### src/rtl/pla_sop_sequencer_pkg.sv
// Shared types and default sizing for the sequential PLA sum-of-products evaluator.
package pla_seq_pkg;

  localparam int N_IN        = 15;
  localparam int N_CUBES_DEF = 16;
  localparam int HIT_W_DEF   = 16;

  typedef enum logic [1:0] {
    IDLE,
    SCAN,
    DONE
  } state_e;

  typedef struct packed {
    logic            en;
    logic [N_IN-1:0] care;
    logic [N_IN-1:0] val;
  } cube_t;

endpackage

### src/rtl/pla_sop_sequencer_if.sv
// Config, input-vector and result streams of pla_sop_sequencer; slave is the DUT side.
interface pla_sop_sequencer_if
  import pla_seq_pkg::*;
#(
  parameter int N_CUBES = N_CUBES_DEF,
  parameter int HIT_W   = HIT_W_DEF
);
  localparam int CW = $clog2(N_CUBES);

  logic            cfg_we;
  logic            cfg_ready;
  logic [CW-1:0]   cfg_addr;
  logic            cfg_en;
  logic [N_IN-1:0] cfg_care;
  logic [N_IN-1:0] cfg_val;
  logic [CW:0]     cfg_num;
  logic            in_valid;
  logic            in_ready;
  logic [N_IN-1:0] in_vec;
  logic            out_valid;
  logic            out_ready;
  logic            out_y;
  logic [CW-1:0]   out_idx;
  logic [HIT_W-1:0] hit_cnt;

  modport master (
    output cfg_we, cfg_addr, cfg_en, cfg_care, cfg_val, cfg_num,
    output in_valid, in_vec, out_ready,
    input  cfg_ready, in_ready, out_valid, out_y, out_idx, hit_cnt
  );

  modport slave (
    input  cfg_we, cfg_addr, cfg_en, cfg_care, cfg_val, cfg_num,
    input  in_valid, in_vec, out_ready,
    output cfg_ready, in_ready, out_valid, out_y, out_idx, hit_cnt
  );
endinterface

### src/rtl/pla_cube_match.sv
// Masked compare of one product term against an input vector; purely combinational.
module pla_cube_match
  import pla_seq_pkg::*;
(
  input  cube_t           cube,
  input  logic [N_IN-1:0] vec,
  output logic            hit
);
  assign hit = cube.en && (((vec ^ cube.val) & cube.care) == '0);
endmodule

### src/rtl/pla_sop_sequencer.sv
// Scans a programmable cube table one entry per cycle and reports the first hit.
module pla_sop_sequencer
  import pla_seq_pkg::*;
#(
  parameter int N_CUBES = N_CUBES_DEF,
  parameter int HIT_W   = HIT_W_DEF
) (
  input logic               clk,
  input logic               rst_n,
  pla_sop_sequencer_if.slave bus
);
  localparam int          CW      = $clog2(N_CUBES);
  localparam logic [CW:0] NUM_MAX = (CW+1)'(N_CUBES);

  state_e           state_q, state_d;
  logic [CW-1:0]    idx_q, idx_d;
  logic [CW:0]      num_q, num_d;
  logic [N_IN-1:0]  vec_q, vec_d;
  logic             y_q, y_d;
  logic [CW-1:0]    oidx_q, oidx_d;
  logic             ovalid_q, ovalid_d;
  logic [HIT_W-1:0] hit_q, hit_d;
  logic [N_CUBES-1:0] en_q, en_d;
  logic [N_IN-1:0]  care_q [N_CUBES];
  logic [N_IN-1:0]  val_q  [N_CUBES];

  logic  tbl_we;
  cube_t cur_cube;
  logic  cur_hit;

  assign tbl_we = bus.cfg_we && (state_q == IDLE);

  always_comb begin
    en_d = en_q;
    if (tbl_we) en_d[bus.cfg_addr] = bus.cfg_en;
  end

  always_comb cur_cube = '{en: en_q[idx_q], care: care_q[idx_q], val: val_q[idx_q]};

  pla_cube_match u_match (
    .cube (cur_cube),
    .vec  (vec_q),
    .hit  (cur_hit)
  );

  always_comb begin
    // NOTE: every target gets its hold value first so no path leaves one unassigned (no latch).
    state_d  = state_q;
    idx_d    = idx_q;
    num_d    = num_q;
    vec_d    = vec_q;
    y_d      = y_q;
    oidx_d   = oidx_q;
    ovalid_d = ovalid_q;
    hit_d    = hit_q;
    unique case (state_q)
      IDLE: if (bus.in_valid) begin
        vec_d   = bus.in_vec;
        num_d   = (bus.cfg_num > NUM_MAX) ? NUM_MAX : bus.cfg_num;
        idx_d   = '0;
        state_d = SCAN;
      end
      SCAN: begin
        if (num_q == '0) begin
          y_d     = 1'b0;
          oidx_d  = '0;
          state_d = DONE;
        end else if (cur_hit) begin
          y_d     = 1'b1;
          oidx_d  = idx_q;
          state_d = DONE;
        end else if ({1'b0, idx_q} == num_q - (CW+1)'(1)) begin
          y_d     = 1'b0;
          oidx_d  = '0;
          state_d = DONE;
        end else begin
          idx_d = idx_q + CW'(1);
        end
      end
      // First DONE cycle registers out_valid, giving the two-cycle minimum latency.
      DONE: begin
        if (!ovalid_q) begin
          ovalid_d = 1'b1;
        end else if (bus.out_ready) begin
          ovalid_d = 1'b0;
          state_d  = IDLE;
          if (y_q && (hit_q != '1)) hit_d = hit_q + HIT_W'(1);
        end
      end
      default: state_d = IDLE;
    endcase
  end

  // NOTE: sequential state uses non-blocking assignments so all flops update from pre-edge values.
  always_ff @(posedge clk) begin
    if (!rst_n) begin
      state_q  <= IDLE;
      idx_q    <= '0;
      num_q    <= '0;
      vec_q    <= '0;
      y_q      <= 1'b0;
      oidx_q   <= '0;
      ovalid_q <= 1'b0;
      hit_q    <= '0;
      en_q     <= '0;
    end else begin
      state_q  <= state_d;
      idx_q    <= idx_d;
      num_q    <= num_d;
      vec_q    <= vec_d;
      y_q      <= y_d;
      oidx_q   <= oidx_d;
      ovalid_q <= ovalid_d;
      hit_q    <= hit_d;
      en_q     <= en_d;
    end
  end

  // NOTE: care/val storage has no reset; a cleared en bit makes its contents irrelevant.
  always_ff @(posedge clk) begin
    if (tbl_we) begin
      care_q[bus.cfg_addr] <= bus.cfg_care;
      val_q[bus.cfg_addr]  <= bus.cfg_val;
    end
  end

  assign bus.cfg_ready = (state_q == IDLE);
  assign bus.in_ready  = (state_q == IDLE);
  assign bus.out_valid = ovalid_q;
  assign bus.out_y     = y_q;
  assign bus.out_idx   = oidx_q;
  assign bus.hit_cnt   = hit_q;
endmodule

### src/flat_wrapper.sv
// flat-port wrapper written by rule: the top's interface ports become plain ports
module pla_sop_sequencer_flat import pla_seq_pkg::*;
#(
  parameter int N_CUBES = N_CUBES_DEF,
  parameter int HIT_W   = HIT_W_DEF
)
  (clk, rst_n, bus_cfg_we, bus_cfg_addr, bus_cfg_en, bus_cfg_care, bus_cfg_val, bus_cfg_num, bus_in_valid, bus_in_vec, bus_out_ready, bus_cfg_ready, bus_in_ready, bus_out_valid, bus_out_y, bus_out_idx, bus_hit_cnt);
  pla_sop_sequencer_if #(.N_CUBES(N_CUBES), .HIT_W(HIT_W)) bus_i ();
  input logic clk;
  input logic rst_n;
  input wire logic [$bits(bus_i.cfg_we)-1:0] bus_cfg_we;
  input wire logic [$bits(bus_i.cfg_addr)-1:0] bus_cfg_addr;
  input wire logic [$bits(bus_i.cfg_en)-1:0] bus_cfg_en;
  input wire logic [$bits(bus_i.cfg_care)-1:0] bus_cfg_care;
  input wire logic [$bits(bus_i.cfg_val)-1:0] bus_cfg_val;
  input wire logic [$bits(bus_i.cfg_num)-1:0] bus_cfg_num;
  input wire logic [$bits(bus_i.in_valid)-1:0] bus_in_valid;
  input wire logic [$bits(bus_i.in_vec)-1:0] bus_in_vec;
  input wire logic [$bits(bus_i.out_ready)-1:0] bus_out_ready;
  output wire logic [$bits(bus_i.cfg_ready)-1:0] bus_cfg_ready;
  output wire logic [$bits(bus_i.in_ready)-1:0] bus_in_ready;
  output wire logic [$bits(bus_i.out_valid)-1:0] bus_out_valid;
  output wire logic [$bits(bus_i.out_y)-1:0] bus_out_y;
  output wire logic [$bits(bus_i.out_idx)-1:0] bus_out_idx;
  output wire logic [$bits(bus_i.hit_cnt)-1:0] bus_hit_cnt;
  assign bus_i.cfg_we = bus_cfg_we;
  assign bus_i.cfg_addr = bus_cfg_addr;
  assign bus_i.cfg_en = bus_cfg_en;
  assign bus_i.cfg_care = bus_cfg_care;
  assign bus_i.cfg_val = bus_cfg_val;
  assign bus_i.cfg_num = bus_cfg_num;
  assign bus_i.in_valid = bus_in_valid;
  assign bus_i.in_vec = bus_in_vec;
  assign bus_i.out_ready = bus_out_ready;
  assign bus_cfg_ready = bus_i.cfg_ready;
  assign bus_in_ready = bus_i.in_ready;
  assign bus_out_valid = bus_i.out_valid;
  assign bus_out_y = bus_i.out_y;
  assign bus_out_idx = bus_i.out_idx;
  assign bus_hit_cnt = bus_i.hit_cnt;
  pla_sop_sequencer #(.N_CUBES(N_CUBES), .HIT_W(HIT_W)) u_core (.clk(clk), .rst_n(rst_n), .bus(bus_i));
endmodule
### config.mk
export PLATFORM = sky130hd
export DESIGN_NAME = pla_sop_sequencer_flat
export DESIGN_NICKNAME = d
export VERILOG_FILES = /design/src/rtl/pla_sop_sequencer_pkg.sv /design/src/rtl/pla_sop_sequencer_if.sv /design/src/rtl/pla_cube_match.sv /design/src/rtl/pla_sop_sequencer.sv /design/src/flat_wrapper.sv
export SDC_FILE = /design/constraint.sdc
export NUM_CORES = 1
export LEC_CHECK = 0
export CORE_ASPECT_RATIO = 1.75
export CORE_UTILIZATION = 60
export DETAILED_ROUTE_END_ITERATION = 10
export HOLD_SLACK_MARGIN = 0.03
export PLACE_DENSITY = 0.79
export SETUP_SLACK_MARGIN = 0.5
export SYNTH_ARGS = -nofsm -noshare
export SYNTH_HDL_FRONTEND = slang
export SYNTH_SLANG_ARGS = --single-unit
### constraint.sdc
create_clock -name clk -period 4.8 [get_ports clk]
set_input_delay 0.96 -clock clk [delete_from_list [all_inputs] [get_ports clk]]
set_output_delay 0.96 -clock clk [all_outputs]
set_load 0.02 [all_outputs]
==> run_summary.xml <==
<?xml version="1.0" encoding="UTF-8"?>
<metrics>
  <group name="outcome">
    <metric name="status" unit="">complete, no violations</metric>
  </group>
  <group name="clock_network">
    <metric name="cts_htree_levels" unit="">2</metric>
    <metric name="clock_latency" unit="ns">0.58</metric>
    <metric name="cts-buffers-inserted" unit="">46</metric>
    <metric name="cts.path.max_buffers" unit="">3</metric>
    <metric name="clk_pin_slew" unit="ns">0.07</metric>
    <metric name="tritoncts" unit="">yes</metric>
    <metric name="post-cts-setup-buffer-count" unit="">0</metric>
    <metric name="post_cts_hold_buffer_count" unit="">0</metric>
    <metric name="cts-root-buf" unit="">sky130_fd_sc_hd__clkbuf_16</metric>
    <metric name="cts_sinks" unit="">548</metric>
    <metric name="ctsResizeCount" unit="">0</metric>
  </group>
  <group name="timing">
    <metric name="maxSlewViolCount" unit="">0</metric>
    <metric name="final_hold_viol_count" unit="">0</metric>
    <metric name="setup_viol" unit="">0</metric>
    <metric name="tightest_slew" unit="ns">1.09</metric>
    <metric name="fmax" unit="GHz">0.253</metric>
    <metric name="grt_setup_unrepaired" unit="">false</metric>
    <metric name="skew" unit="ns">0.0295</metric>
    <metric name="fin_setup_tns" unit="ns">0</metric>
    <metric name="layout_worst_path_cycle_share" unit="%">82.4</metric>
    <metric name="final.hold.worst_slack" unit="ns">0.476</metric>
    <metric name="min_period" unit="ns">3.95</metric>
    <metric name="timing.max_slew.rel_slack" unit="%">27.2</metric>
  </group>
  <group name="synthesis">
    <metric name="yosys_warnings" unit="">0</metric>
    <metric name="top_cell_type_by_total_area_after_synthesis" unit="">sky130_fd_sc_hd__edfxtp_1</metric>
    <metric name="number_of_flip_flops_and_latches_in_the_synthesized_netlist" unit="">548</metric>
    <metric name="top_cell_type_s_share_of_synthesized_area" unit="%">66.1</metric>
    <metric name="post_synth_inst_count" unit="">1229</metric>
    <metric name="synth-main-ff-cell" unit="">sky130_fd_sc_hd__edfxtp_1</metric>
    <metric name="synth-async-reset-ratio" unit="%">0</metric>
    <metric name="yosys-top-cells-area" unit="">sky130_fd_sc_hd__edfxtp_1, sky130_fd_sc_hd__mux4_2, sky130_fd_sc_hd__dfxtp_1</metric>
    <metric name="syn_area" unit="um2">21800</metric>
    <metric name="synthesis.nets" unit="">1292</metric>
    <metric name="seq_area_frac_synth" unit="%">72.3</metric>
    <metric name="synthesis.area_per_instance" unit="um2">17.7</metric>
    <metric name="number_of_flops_mapped_to_enable_cells_by_yosys" unit="">480</metric>
    <metric name="synth.lib_cells_used.distinct" unit="">67</metric>
  </group>
  <group name="finish">
    <metric name="post_layout_nonfiller_instances" unit="">1839</metric>
    <metric name="share_of_layout_cells_above_drive_strength_1" unit="%">17.0</metric>
    <metric name="final_core_utilization" unit="%">69.0</metric>
    <metric name="area_growth" unit="%">13.6</metric>
    <metric name="antenna-diode-count" unit="">0</metric>
    <metric name="layout.nets" unit="">1394</metric>
  </group>
  <group name="floorplan">
    <metric name="fp.dieArea" unit="um2">37200</metric>
    <metric name="std_cell_rows" unit="">92</metric>
    <metric name="fp.dieH" unit="um">254</metric>
    <metric name="area_inside_the_core_boundary" unit="um2">35900</metric>
    <metric name="initial_utilization" unit="%">60.7</metric>
    <metric name="dieWidth" unit="um">146</metric>
    <metric name="floorplan.io_pins" unit="">84</metric>
  </group>
  <group name="power">
    <metric name="cellLeakagePower" unit="uW">0.00764</metric>
    <metric name="irDropWorstVdd" unit="mV">0.300</metric>
    <metric name="pwr_density_cell" unit="nW/um2">382</metric>
  </group>
  <group name="global_route">
    <metric name="grt_first_pass_wirelength" unit="mm">72.1</metric>
    <metric name="grt_overflow_total" unit="">0</metric>
    <metric name="largest_net_degree_at_the_start_of_global_routing" unit="">64</metric>
    <metric name="grt_pass1_vias" unit="">11900</metric>
    <metric name="grt_antenna_before_repair" unit="">0</metric>
    <metric name="gr-usage-all-layers" unit="%">26.9</metric>
  </group>
  <group name="setup_path">
    <metric name="worstSetupPathType" unit="">reg2reg</metric>
    <metric name="worst_ep_required" unit="ns">5.24</metric>
    <metric name="worst-path-max-fanout" unit="">55</metric>
    <metric name="cp_cell_sequence" unit="">buf_4, buf_12, mux4_2, mux2i_1, o22ai_1, o21ai_1, o2111ai_1, o21ai_2, a21oi_1, o32ai_1</metric>
    <metric name="reg2reg_setup_slack" unit="ns">0.85</metric>
    <metric name="critPathSlowestCell" unit="">sky130_fd_sc_hd__dfxtp_4</metric>
    <metric name="worst-r2r-cell-count" unit="">10</metric>
    <metric name="cp-start-kind" unit="">flop</metric>
    <metric name="timing.critical_path.arrival" unit="ns">4.39</metric>
    <metric name="timing.critical_path.to_type" unit="">flop</metric>
    <metric name="cp_slowest_stage_delay" unit="ns">0.77</metric>
  </group>
  <group name="drt">
    <metric name="drc" unit="">0</metric>
    <metric name="via_per_inst" unit="">6.31</metric>
    <metric name="detail_route.iter0.violations" unit="">906</metric>
    <metric name="drt_wl_total" unit="mm">49.0</metric>
    <metric name="routed-via-count" unit="">11600</metric>
    <metric name="wl_per_cell" unit="um">26.7</metric>
    <metric name="detail_route.first_pass.iterations" unit="">7</metric>
    <metric name="antenna_violating_nets_post_route" unit="">0</metric>
  </group>
  <group name="placed_design">
    <metric name="finalWeightedCongestion" unit="">0.814</metric>
    <metric name="place.detailed.instances" unit="">1753</metric>
    <metric name="detailedPlacementHpwl" unit="mm">29.0</metric>
    <metric name="port-buffer-count" unit="">83</metric>
  </group>
  <group name="flow_run">
    <metric name="max_cap_viols" unit="">0</metric>
  </group>
  <group name="worst_hold_path">
    <metric name="timing.hold.worst_path_depth" unit="">2</metric>
    <metric name="hold_start" unit="">u_core.bus.out_idx[0]</metric>
    <metric name="hold_path.class" unit="">reg2reg</metric>
    <metric name="hold_end" unit="">u_core.bus.out_idx[0]</metric>
  </group>
</metrics>
layout by cell type (no fill, tap or decap), types with 15 or more instances in the layout:
| master | n |
|---|---|
| sky130_fd_sc_hd__a21oi_1 | 41 |
| sky130_fd_sc_hd__and2_1 | 16 |
| sky130_fd_sc_hd__buf_4 | 26 |
| sky130_fd_sc_hd__clkbuf_16 | 46 |
| sky130_fd_sc_hd__clkdlybuf4s50_1 | 83 |
| sky130_fd_sc_hd__dfxtp_1 | 65 |
| sky130_fd_sc_hd__edfxtp_1 | 480 |
| sky130_fd_sc_hd__inv_1 | 21 |
| sky130_fd_sc_hd__mux2i_1 | 71 |
| sky130_fd_sc_hd__mux4_2 | 101 |
| sky130_fd_sc_hd__nand2_1 | 71 |
| sky130_fd_sc_hd__nand3_1 | 15 |
| sky130_fd_sc_hd__nor2_1 | 38 |
| sky130_fd_sc_hd__nor2b_1 | 16 |
| sky130_fd_sc_hd__o21ai_0 | 22 |
| sky130_fd_sc_hd__xor2_1 | 33 |
state kept, by name, summed over array words and instances, names as in the netlist, named ones only:
register and count:
u_core.bus.out_idx 4, u_core.state_q 2, u_core.bus.hit_cnt 16, u_core.vec_q 15, u_core.val_q 240, u_core.idx_q 4
u_core.care_q 240, u_core.bus.out_y 1, u_core.num_q 5, u_core.en_q 16, u_core.bus.out_valid 1
synthesized netlist by cell type, drive strengths merged (3+ instances only):
| master | instances |
|---|---|
| o211ai | 5 |
| o22ai | 10 |
| nor2 | 50 |
| ha | 3 |
| a32oi | 8 |
| a21oi | 41 |
| or3 | 6 |
| nand2 | 71 |
| a31oi | 6 |
| buf | 42 |
| and3b | 5 |
| and3 | 3 |
| o31ai | 3 |
| nor3 | 8 |
| and2 | 16 |
| o21ai | 24 |
| mux4 | 101 |
| inv | 22 |
| dfxtp | 68 |
| o32ai | 8 |
| nand4 | 12 |
| nand2b | 10 |
| nand3b | 13 |
| a22oi | 5 |
| mux2i | 71 |
| edfxtp | 480 |
| clkbuf | 19 |
| nor2b | 16 |
| xnor2 | 14 |
| xor2 | 33 |
| nand3 | 16 |
report_power, final:
part | switching, uW | internal, uW
Combinational | 273 | 184
Sequential | 49.6 | 5250
Clock | 1650 | 2050
Total | 1970 | 7480
worst max-delay path by stage:
| stage | from | end | slack [ns] | cells after the start |
|---|---|---|---|---|
| 6_report | flop | flop | 0.85 | 10 |
| 3_3_place_gp | flop | u_core.idx_q[3] | 0.83 | 11 |
| 2_1_floorplan | bus_cfg_we | u_core.en_q[0] | 0.64 | 6 |
| 3_5_place_dp | flop | flop | 0.88 | 11 |
| 4_1_cts | flop | flop | 0.84 | 11 |
| 5_1_grt | flop | u_core.bus.out_idx[3] | 0.67 | 11 |
critical path: cells and delay by family (launching register included):
kind                   cells  cell delay, ns
DFF                        1            0.77
buffers and inverters      2            0.60
muxes                      2            0.60
AOI/OAI and AO/OA          6            1.77
routing by layer:
| metal | routed length [um] | vias up | track usage, % |
|---|---|---|---|
| met5 | 0 | - | 0 |
| met1 | 17500 | 5893 | 31.6 |
| met3 | 3150 | 136 | 3.76 |
| met4 | 2840 | 0 | 16.2 |
| met2 | 25600 | 507 | 47.3 |
| li1 | - | 5064 | - |
kinds of logic (layout without fill, tap and decap cells):
logic type	Yosys count	after routing	synth area share [%]
adders and majority gates	3	3	0.172
buffers and inverters	83	223	2.15
DFF	548	548	72.3
muxes	174	174	13.8
AOI/OAI and AO/OA	139	139	4.23
and+or+nand+nor	235	235	5.46
xor gates and xnor gates	47	47	1.89
through the flow:
stage / setup slack (ns) / total power [uW] / area, um2
floorplan: 0.637 / 5640 / 21800
global placement: 0.835 / 5840 / 23300
detailed placement: 0.875 / 5850 / 23300
CTS: 0.836 / 9500 / 24800
global route: 0.669 / 9700 / 24800
finish: 0.847 / 9460 / 24800
final cells by class:
type                       count  area (um2)
clock inverter                25         264
multi-input combinational    598        5680
tap                          470         588
clock buffer                  61        1240
inverter                      22        82.6
timing repair buffer         115        1150
fill                        2267       11100
sequential                   548       15800
Note: power is estimated with default switching activity, not from simulation.
